==> src/rtl/spi_flash_sr_resp.sv <==
// SPI flash status-register responder.
// Emulates the status-register subset of a serial NOR flash: RDSR1/RDSR2
// reads, WREN/WRDI and WRSR1/WRSR2 writes, clocked entirely in the clk domain
// with the SPI pins oversampled (spi_clk must be at most clk/8).
//
// Ports
//   clk, rst_n        system clock, asynchronous active-low reset
//   spi_clk, spi_cs_n SPI mode-0 clock and chip select (asynchronous)
//   spi_mosi          initiator-to-responder data (asynchronous)
//   spi_miso          responder-to-initiator data, 0 unless a read is active
//   sr1, sr2          current status registers (sr1[1]=WEL, sr1[0]=WIP=0)
//   wr_stb            one-clk pulse when a WRSR1/WRSR2 write commits
//
// state      | meaning
// ST_IDLE    | CS high, waiting for CS falling edge
// ST_CMD     | shifting in the opcode byte
// ST_RD      | streaming SR1/SR2 out on MISO, repeating every byte
// ST_WR_DATA | shifting in the WRSR data byte
// ST_WR_DONE | frame complete, command executes on CS rising edge
// ST_IGNORE  | frame discarded until CS rises
module spi_flash_sr_resp #(
    parameter logic [7:0] SR1_INIT  = 8'h00,
    parameter logic [7:0] SR2_INIT  = 8'h00,
    parameter logic [7:0] SR1_WMASK = 8'hFC,
    parameter logic [7:0] SR2_WMASK = 8'hFF
) (
    input  logic       clk,
    input  logic       rst_n,
    input  logic       spi_clk,
    input  logic       spi_cs_n,
    input  logic       spi_mosi,
    output logic       spi_miso,
    output logic [7:0] sr1,
    output logic [7:0] sr2,
    output logic       wr_stb
);

    typedef enum logic [2:0] {
        ST_IDLE, ST_CMD, ST_RD, ST_WR_DATA, ST_WR_DONE, ST_IGNORE
    } state_t;

    localparam logic [7:0] OP_RDSR1 = 8'h05;
    localparam logic [7:0] OP_RDSR2 = 8'h35;
    localparam logic [7:0] OP_WRSR1 = 8'h01;
    localparam logic [7:0] OP_WRSR2 = 8'h31;
    localparam logic [7:0] OP_WREN  = 8'h06;
    localparam logic [7:0] OP_WRDI  = 8'h04;
    // WEL and WIP are never host-writable.
    localparam logic [7:0] SR1_M    = SR1_WMASK & 8'hFC;

    // Pin synchronizers plus one extra stage for edge detection.
    logic cs_meta_q, cs_sync_q, cs_prev_q;
    logic sclk_meta_q, sclk_sync_q, sclk_prev_q;
    logic mosi_meta_q, mosi_sync_q;

    always_ff @(posedge clk or negedge rst_n) begin
        if (!rst_n) begin
            cs_meta_q   <= 1'b1;
            cs_sync_q   <= 1'b1;
            cs_prev_q   <= 1'b1;
            sclk_meta_q <= 1'b0;
            sclk_sync_q <= 1'b0;
            sclk_prev_q <= 1'b0;
            mosi_meta_q <= 1'b0;
            mosi_sync_q <= 1'b0;
        end else begin
            cs_meta_q   <= spi_cs_n;
            cs_sync_q   <= cs_meta_q;
            cs_prev_q   <= cs_sync_q;
            sclk_meta_q <= spi_clk;
            sclk_sync_q <= sclk_meta_q;
            sclk_prev_q <= sclk_sync_q;
            mosi_meta_q <= spi_mosi;
            mosi_sync_q <= mosi_meta_q;
        end
    end

    state_t     state_q, state_d;
    logic [7:0] shift_q, shift_d;
    logic [2:0] bit_cnt_q, bit_cnt_d;
    logic [7:0] opcode_q, opcode_d;
    logic [7:0] data_q, data_d;
    logic [7:0] rd_shift_q, rd_shift_d;
    logic       miso_q, miso_d;
    logic [7:0] sr1_q, sr1_d;
    logic [7:0] sr2_q, sr2_d;
    logic       wr_stb_q, wr_stb_d;
    logic [1:0] settle_q, settle_d;
    logic       armed_q, armed_d;

    logic       cs_fall, cs_rise, sclk_rise, sclk_fall;
    logic [7:0] shift_in, rd_src;

    // A CS falling edge only counts once CS has been seen high after reset
    // (after the synchronizer has flushed), so a CS held low through reset
    // cannot restart a frame mid-stream.
    assign cs_fall   = cs_prev_q & ~cs_sync_q & armed_q;
    assign cs_rise   = cs_sync_q & ~cs_prev_q;
    assign sclk_rise = sclk_sync_q & ~sclk_prev_q;
    assign sclk_fall = ~sclk_sync_q & sclk_prev_q;
    assign shift_in  = {shift_q[6:0], mosi_sync_q};
    assign rd_src    = (opcode_q == OP_RDSR2) ? sr2_q : sr1_q;

    always_comb begin
        state_d    = state_q;
        shift_d    = shift_q;
        bit_cnt_d  = bit_cnt_q;
        opcode_d   = opcode_q;
        data_d     = data_q;
        rd_shift_d = rd_shift_q;
        miso_d     = 1'b0;
        sr1_d      = sr1_q;
        sr2_d      = sr2_q;
        wr_stb_d   = 1'b0;
        settle_d   = (settle_q != 2'd0) ? settle_q - 2'd1 : 2'd0;
        armed_d    = armed_q | ((settle_q == 2'd0) & cs_sync_q);

        if (cs_rise) begin
            state_d = ST_IDLE;
            if (state_q == ST_WR_DONE) begin
                case (opcode_q)
                    OP_WREN: sr1_d = sr1_q | 8'h02;
                    OP_WRDI: sr1_d = sr1_q & 8'hFC;
                    OP_WRSR1: begin
                        sr1_d    = ((sr1_q & ~SR1_M) | (data_q & SR1_M)) & 8'hFC;
                        wr_stb_d = 1'b1;
                    end
                    OP_WRSR2: begin
                        sr2_d    = (sr2_q & ~SR2_WMASK) | (data_q & SR2_WMASK);
                        sr1_d    = sr1_q & 8'hFC;
                        wr_stb_d = 1'b1;
                    end
                    default: ;
                endcase
            end
        end else begin
            case (state_q)
                ST_IDLE: begin
                    if (cs_fall) begin
                        state_d   = ST_CMD;
                        shift_d   = 8'h00;
                        bit_cnt_d = 3'd0;
                    end
                end
                ST_CMD: begin
                    if (sclk_rise) begin
                        shift_d   = shift_in;
                        bit_cnt_d = bit_cnt_q + 3'd1;
                        if (bit_cnt_q == 3'd7) begin
                            opcode_d = shift_in;
                            case (shift_in)
                                OP_RDSR1, OP_RDSR2: state_d = ST_RD;
                                OP_WRSR1, OP_WRSR2:
                                    state_d = sr1_q[1] ? ST_WR_DATA : ST_IGNORE;
                                OP_WREN, OP_WRDI:   state_d = ST_WR_DONE;
                                default:            state_d = ST_IGNORE;
                            endcase
                        end
                    end
                end
                ST_RD: begin
                    miso_d = miso_q;
                    if (sclk_rise) begin
                        bit_cnt_d = bit_cnt_q + 3'd1;
                    end
                    // bit_cnt is 0 on the falling edge that starts each byte:
                    // that is where the register is snapshotted.
                    if (sclk_fall) begin
                        if (bit_cnt_q == 3'd0) begin
                            miso_d     = rd_src[7];
                            rd_shift_d = {rd_src[6:0], 1'b0};
                        end else begin
                            miso_d     = rd_shift_q[7];
                            rd_shift_d = {rd_shift_q[6:0], 1'b0};
                        end
                    end
                end
                ST_WR_DATA: begin
                    if (sclk_rise) begin
                        shift_d   = shift_in;
                        bit_cnt_d = bit_cnt_q + 3'd1;
                        if (bit_cnt_q == 3'd7) begin
                            data_d  = shift_in;
                            state_d = ST_WR_DONE;
                        end
                    end
                end
                ST_WR_DONE: begin
                    if (sclk_rise) begin
                        state_d = ST_IGNORE;
                    end
                end
                ST_IGNORE: ;
                default: state_d = ST_IDLE;
            endcase
        end
    end

    always_ff @(posedge clk or negedge rst_n) begin
        if (!rst_n) begin
            state_q    <= ST_IDLE;
            shift_q    <= 8'h00;
            bit_cnt_q  <= 3'd0;
            opcode_q   <= 8'h00;
            data_q     <= 8'h00;
            rd_shift_q <= 8'h00;
            miso_q     <= 1'b0;
            sr1_q      <= SR1_INIT & 8'hFC;
            sr2_q      <= SR2_INIT;
            wr_stb_q   <= 1'b0;
            settle_q   <= 2'd2;
            armed_q    <= 1'b0;
        end else begin
            state_q    <= state_d;
            shift_q    <= shift_d;
            bit_cnt_q  <= bit_cnt_d;
            opcode_q   <= opcode_d;
            data_q     <= data_d;
            rd_shift_q <= rd_shift_d;
            miso_q     <= miso_d;
            sr1_q      <= sr1_d;
            sr2_q      <= sr2_d;
            wr_stb_q   <= wr_stb_d;
            settle_q   <= settle_d;
            armed_q    <= armed_d;
        end
    end

    assign spi_miso = miso_q;
    assign sr1      = sr1_q;
    assign sr2      = sr2_q;
    assign wr_stb   = wr_stb_q;

endmodule

==> config.mk <==
export PLATFORM = sky130hd
export DESIGN_NAME = spi_flash_sr_resp
export DESIGN_NICKNAME = d
export VERILOG_FILES = /design/src/rtl/spi_flash_sr_resp.sv
export SDC_FILE = /design/constraint.sdc
export NUM_CORES = 1
export LEC_CHECK = 0
export CAP_MARGIN = 15
export CORE_ASPECT_RATIO = 1.75
export CORE_MARGIN = 3
export CORE_UTILIZATION = 50
export CTS_BUF_LIST = sky130_fd_sc_hd__clkbuf_8
export CTS_CLUSTER_DIAMETER = 150
export DETAILED_ROUTE_END_ITERATION = 7
export GPL_ROUTABILITY_DRIVEN = 0
export PLACE_DENSITY = 0.7
export RECOVER_POWER = 50
export SYNTH_ARGS = -nofsm -noshare
export SYNTH_HDL_FRONTEND = slang
export SYNTH_SLANG_ARGS = --single-unit
==> constraint.sdc <==
create_clock -name clk -period 2.21 [get_ports clk]
set_input_delay 0.3315 -clock clk [delete_from_list [all_inputs] [get_ports clk]]
set_output_delay 0.3315 -clock clk [all_outputs]
set_load 0.03 [all_outputs]
### Word-level counts from Yosys, hierarchy flattened

Cells that the tools add are included.
Widths: inputs -> output; s select.

* bits in registers: 66
* input bits: 5
* output and inout bits: 18
* logic and storage cells: 120

* add/subtract/negate cells: 2
* equality and inequality tests: 28
* multiplexer cells: 27
* bitwise operators: 15
* reduce and logical (&&, ||, !) cells: 26

Operators with widths (count)
* $eq 8x3->1 const B: 5
* $eq 8x6->1 const B: 4
* $mux 3: 10
* $pmux 8 s3: 1
* $ne 3x3->1 const B: 7
* $reduce_and 4->1: 5
* $eq 8x1->1 const B: 2
* $mux 8: 2
* $pmux 3 s5: 1
* $mux 7: 2
* $pmux 7 s2: 1
* $reduce_or 2->1: 7
* $eq 3x3->1 const B: 3
* $pmux 3 s3: 1
* $reduce_and 3->1: 3
* $or 2x8->8: 1
* $reduce_bool 2->1: 4
* $mux 1: 7
* $not 1->1: 7
* $reduce_and 7->1: 1
* $and 1x1->1: 6
* $eq 3x2->1 const B: 2
* $logic_not 3->1: 2
* $ne 2x1->1 const B: 3
* 11 further kinds: 11

### Logic depth before layout (Yosys ltp)

* word-level depth: 7
* depth in mapped cells: 7
* gate-level depth less buffers: 6

### Worst setup path after synthesis

No wires, ideal clock.

* path kind: reg2reg
* start point: register cs_sync_q
* end point: register sr2_q[2] (netlist: sr2[2])
* setup time: 0.125 ns
* arrival: 1.556 ns
* data required time: 2.085 ns
* path slack: 0.529 ns
* stages on the path, launching flop included: 5
* buffers on the path: 0
* period minus slack after synthesis: 1.681 ns
* cell sequence: dfstp_2 > and2b_1 > nand4_2 > nor2_4 > mux2_2

* cells in the longest elaborated chain, start to end: 2

RTL lines
* start: declaration: RTL line 52 `logic cs_meta_q, cs_sync_q, cs_prev_q;`
* start signal: assignment: RTL line 68 `cs_sync_q <= cs_meta_q;`
* $and 1x1->1: RTL line 98 `assign cs_rise = cs_sync_q & ~cs_prev_q;`
* $reduce_and 3->1 (no source line)
* end signal: assignment: RTL line 222 `sr2_q <= sr2_d;`
* end: declaration: RTL line 86 `logic [7:0] sr2_q, sr2_d;`

No other way between the ends.
A chain may end at the register's enable or synchronous reset.

### Worst setup path after layout

* start point: register cs_prev_q
* end point: register shift_q[1]

* cells in the longest elaborated chain, start to end: 4
* elaborated cells on any way between the ends: 7
* those cells by class: eq/ne: 1; bitwise: 5; reduce/logical: 1

RTL lines
* start: declaration: RTL line 52
* start signal: assignment: RTL line 69 `cs_prev_q <= cs_sync_q;`
* $and 1x1->1 / $not 1->1 (equally long branches): RTL line 97, 98
* $and 1x1->1, on equally long branches: RTL line 97, 98
* $ne 2x2->1 (no source line) / $not 1->1 (equally long branches)
* $reduce_and 4->1 (no source line) (*)
* end signal: assignment: RTL line 215 `shift_q <= shift_d;`
* end: declaration: RTL line 79 `logic [7:0] shift_q, shift_d;`

Mark *: on every way between the ends. The rest lies on a longest branch, timed or not.

==> summary by stage <==
Timing
The share of the cycle needed by the critical path after routing is 85.2%. The slew of the pin with the lowest slew margin is 1.40 ns. Adding up every negative setup slack in the final design gives 0 ns.

The minimum clock period is 1.88 ns. The maximum clock frequency is 531 MHz. Setup repair after global routing left no endpoint under its margin. The count of final hold-check violations is 0.

The clock arrives with 0.00909 ns of skew. The final number of setup-violating endpoints is 0. In this run the tightest slew margin relative to its limit is 6.68%. The total count of max-transition violations in the final report is 0.

Synth
Sequential elements use 54.9% of the synthesized area. By area the synthesized netlist is led by dfrtp_1, mux2_4, mux2i_1. The mapped cell area is 2920 sq um. The net count of the mapped netlist is 236. A synthesized cell averages 12.8 sq um.

The most used flip-flop cell after synthesis is dfrtp_1. The biggest area contributor in the post-synthesis netlist is dfrtp_1. The number of synthesized flops with an enable pin is 0. After synthesis, the netlist uses 46 different library cells.

In the synthesized netlist, the number of instances is 228. The share of synthesized registers carrying an async set or reset is 100%. The count of warnings emitted by yosys is 0.

The synthesized design contains 64 register bits. Of the post-synthesis cell area, the dominant cell type holds 51.3%.

Cells and area
Counting the fill cells in the layout gives 478. The multi-input combinational cell area is 1230 sq um. Once layout is complete, the cells apart from fillers number 336. The number of nets in the finished design is 263. The post-synthesis to final-layout area growth is 17.4%. Cells with a size suffix above 1 make up 21.5% of the layout. The count of antenna diodes in the layout is 0. Across the whole layout, storage elements account for 1610 sq um.

Flow run
The reported max-cap violation count is 0.

Detailed routing
The iteration-0 DRC count of the detailed router is 81. After detailed routing, the average wire length per cell comes to 16.0 microns. Once detail routing completed, the nets flagged for antenna violations numbered 0.

The DRC violation count after routing is 0. The number of optimization iterations in the first detailed-route pass is 5. Across all layers, the routed design uses 1794 vias.

Using the TritonRoute via totals, the vias-per-cell ratio works out to 5.34. The sum of routed wire length over all layers is 5.37 mm.

Critical path
The critical path endpoint category is a flip-flop. The path type of the worst setup path is flip-flop to flip-flop. The critical path depth in cells is 4.

The critical-path cell with the highest stage delay is dfstp_2. The kind of start point of the critical path is a flip-flop. Counting both buffers and inverters, the worst setup path holds a total of 0. For the worst setup path, the data required time is 2.47 ns. STA puts the critical path data arrival time at 2.14 ns. The delay of the slowest cell on the worst path is 0.53 ns. The number of cells traversed by the worst register-to-register path is 4. Among cell families on the critical path, the largest total delay comes from compound AO/OA/AOI/OAI gates. The highest net fanout along the worst path is 7. For flop-to-flop paths, the worst setup slack is 0.33 ns. Walking the worst path, the cells encountered are and2b_1 > o21ai_0 > o2111a_1 > mux2i_1.

Die
The core region is 5630 sq um. The die outline width is 63.8 microns. Measured along the y axis, the die boundary spans 107 microns. The row count is 36. 23 I/O pins were placed. The die covers 6840 sq um. The effective utilization at floorplan is 51.9%.

Clocking
The H-tree was split into 3 levels. The cell chosen for the clock root is clkbuf_8. Counting along the longest clock path gives a buffer depth of 2.

The TritonCTS clock tree is built. At the later pin of the worst-skew pair, clock insertion delay measures 0.34 ns. Post-CTS repair changed the size of 0 cells. The CTS buffer count is 9.

After clock tree synthesis, the clock-pin slew on the worst setup and hold paths is 0.06 ns. The tree built by TritonCTS fans out to 64 sinks.

Status
The run finished with clean final reports.

Global routing
The initial antenna violation count came to 0. Entering global routing, the biggest net connects 65 pins. The first-pass GRT wire length is 9.15 mm. The number of global-route vias before repair is 1927.

The total overflow left after global routing is 0. Global routing used 18.0% of the available tracks across all layers.

Pwr
For this design the ratio of total power to cell area is 832 nW/um^2. The leakage power is 0.00160 uW. VDD sags by at most 0.000481 V.

Placement
The detailed placement HPWL is 3.98 mm. The number of port buffers is 21. Counting tap cells, the placed design contains a total of 319 instances.

Worst hold path
The type of the worst min-delay path is flip-flop to flip-flop. The number of cells traversed by the worst hold path is 0.
==> flip-flops by register name, summed over array words and instances (netlist names), 2 cells and up <==
register    cells
sr1             7
data_q          8
sr2             8
state_q         3
shift_q         7
opcode_q        8
bit_cnt_q       3
rd_shift_q      7
settle_q        2
==> cell families after synthesis <==
logic type	Yosys count	share of synthesized area [%]
mux	45	18.6
xor+xnor	1	0.300
other cells	1	0.128
simple gates	68	14.9
compound gates	27	6.89
buf+inv	19	2.95
fa+ha+maj	3	1.28
flops	64	54.9
==> final timing paths <==
kind	from	to
min reg2reg	mosi_meta_q	mosi_sync_q
max	cs_prev_q	shift_q[1]
min in group asynchronous	rst_n	rd_shift_q[5]
min	mosi_meta_q	mosi_sync_q
max in group asynchronous	rst_n	shift_q[3]
max reg2reg	cs_prev_q	shift_q[1]
==> placed cells by master, fill, tap and decap left out, types with 3 or more instances in the layout <==
cell | netlist | routed
dlygate4sd3_1 | 0 | 4
nor2_4 | 3 | 3
nand2_1 | 21 | 21
a21oi_1 | 3 | 3
nand4_1 | 3 | 3
o21ai_0 | 4 | 4
mux2_4 | 15 | 15
o211ai_1 | 9 | 9
clkdlybuf4s50_1 | 0 | 17
nor2b_1 | 6 | 6
nand3_1 | 8 | 8
inv_1 | 12 | 13
ha_1 | 3 | 3
mux2_2 | 11 | 11
nor2_1 | 6 | 6
mux2i_1 | 15 | 15
bufinv_16 | 0 | 3
clkbuf_8 | 0 | 9
nand2b_1 | 3 | 3
dfrtp_1 | 60 | 60
mux2_1 | 4 | 4
==> synth_stat cells, drive strengths merged, types with 2 or more instances <==
cell and count:
a211oi 2, a21o 2, a21oi 3, a22o 2
buf 7, dfrtp 60, dfstp 4, ha 3
inv 12, mux2 30, mux2i 15, nand2 21
nand2b 3, nand3 11, nand4 5, nor2 9
nor2b 7, nor3b 2, o211ai 9, o21ai 4
or3 2
==> metrics by stage <==
step           worst slack (ns)  cell area [sq um]  power (uW)  util, %  hold slack, ns
6_report                  0.327               3430        2860     61.0           0.348
4_1_cts                   0.317               3450        2900     61.2           0.350
5_1_grt                   0.126               3430        3000     61.0           0.366
2_1_floorplan             0.529               2920        1600        -          0.0359
3_5_place_dp              0.325               3200        1720     56.9           0.335
3_3_place_gp              0.385               3200        1700     56.9           0.334
==> repair_timing <==
item	CTS	global route
hold endpoints to repair	13	0
setup buffers	0	0
hold buffers	1	0
==> report_power, final <==
group          internal, uW  switching (uW)  total [uW]
clock network           740             430        1170
registers              1250            99.2        1350
logic                   131             208         339
==> worst reg2reg max path: stages, from the launching register on <==
cell	delay [ns]
dfstp_2	0.53
and2b_1	0.26
o21ai_0	0.27
o2111a_1	0.51
mux2i_1	0.24
==> per-layer routing <==
metal	vias to the layer above	wire length [microns]	part of all wire [%]	GRT usage, %
met5	-	0	0	0
met4	0	156	2.9	9.89
met2	31	2910	54	31.1
met3	12	173	3.2	5.77
met1	890	2130	40	19.0
li1	861	-	-	-
==> final cells by class <==
type	count	area share [%]
Clock buffer	9	3.61
Clock inverter	7	3.24
Inverter	12	1.31
Multi-Input combinational cell	145	35.9
Sequential cell	64	46.8
Tap cell	76	2.77
Timing Repair Buffer	23	6.41
Power figures use the tool's default switching activity.
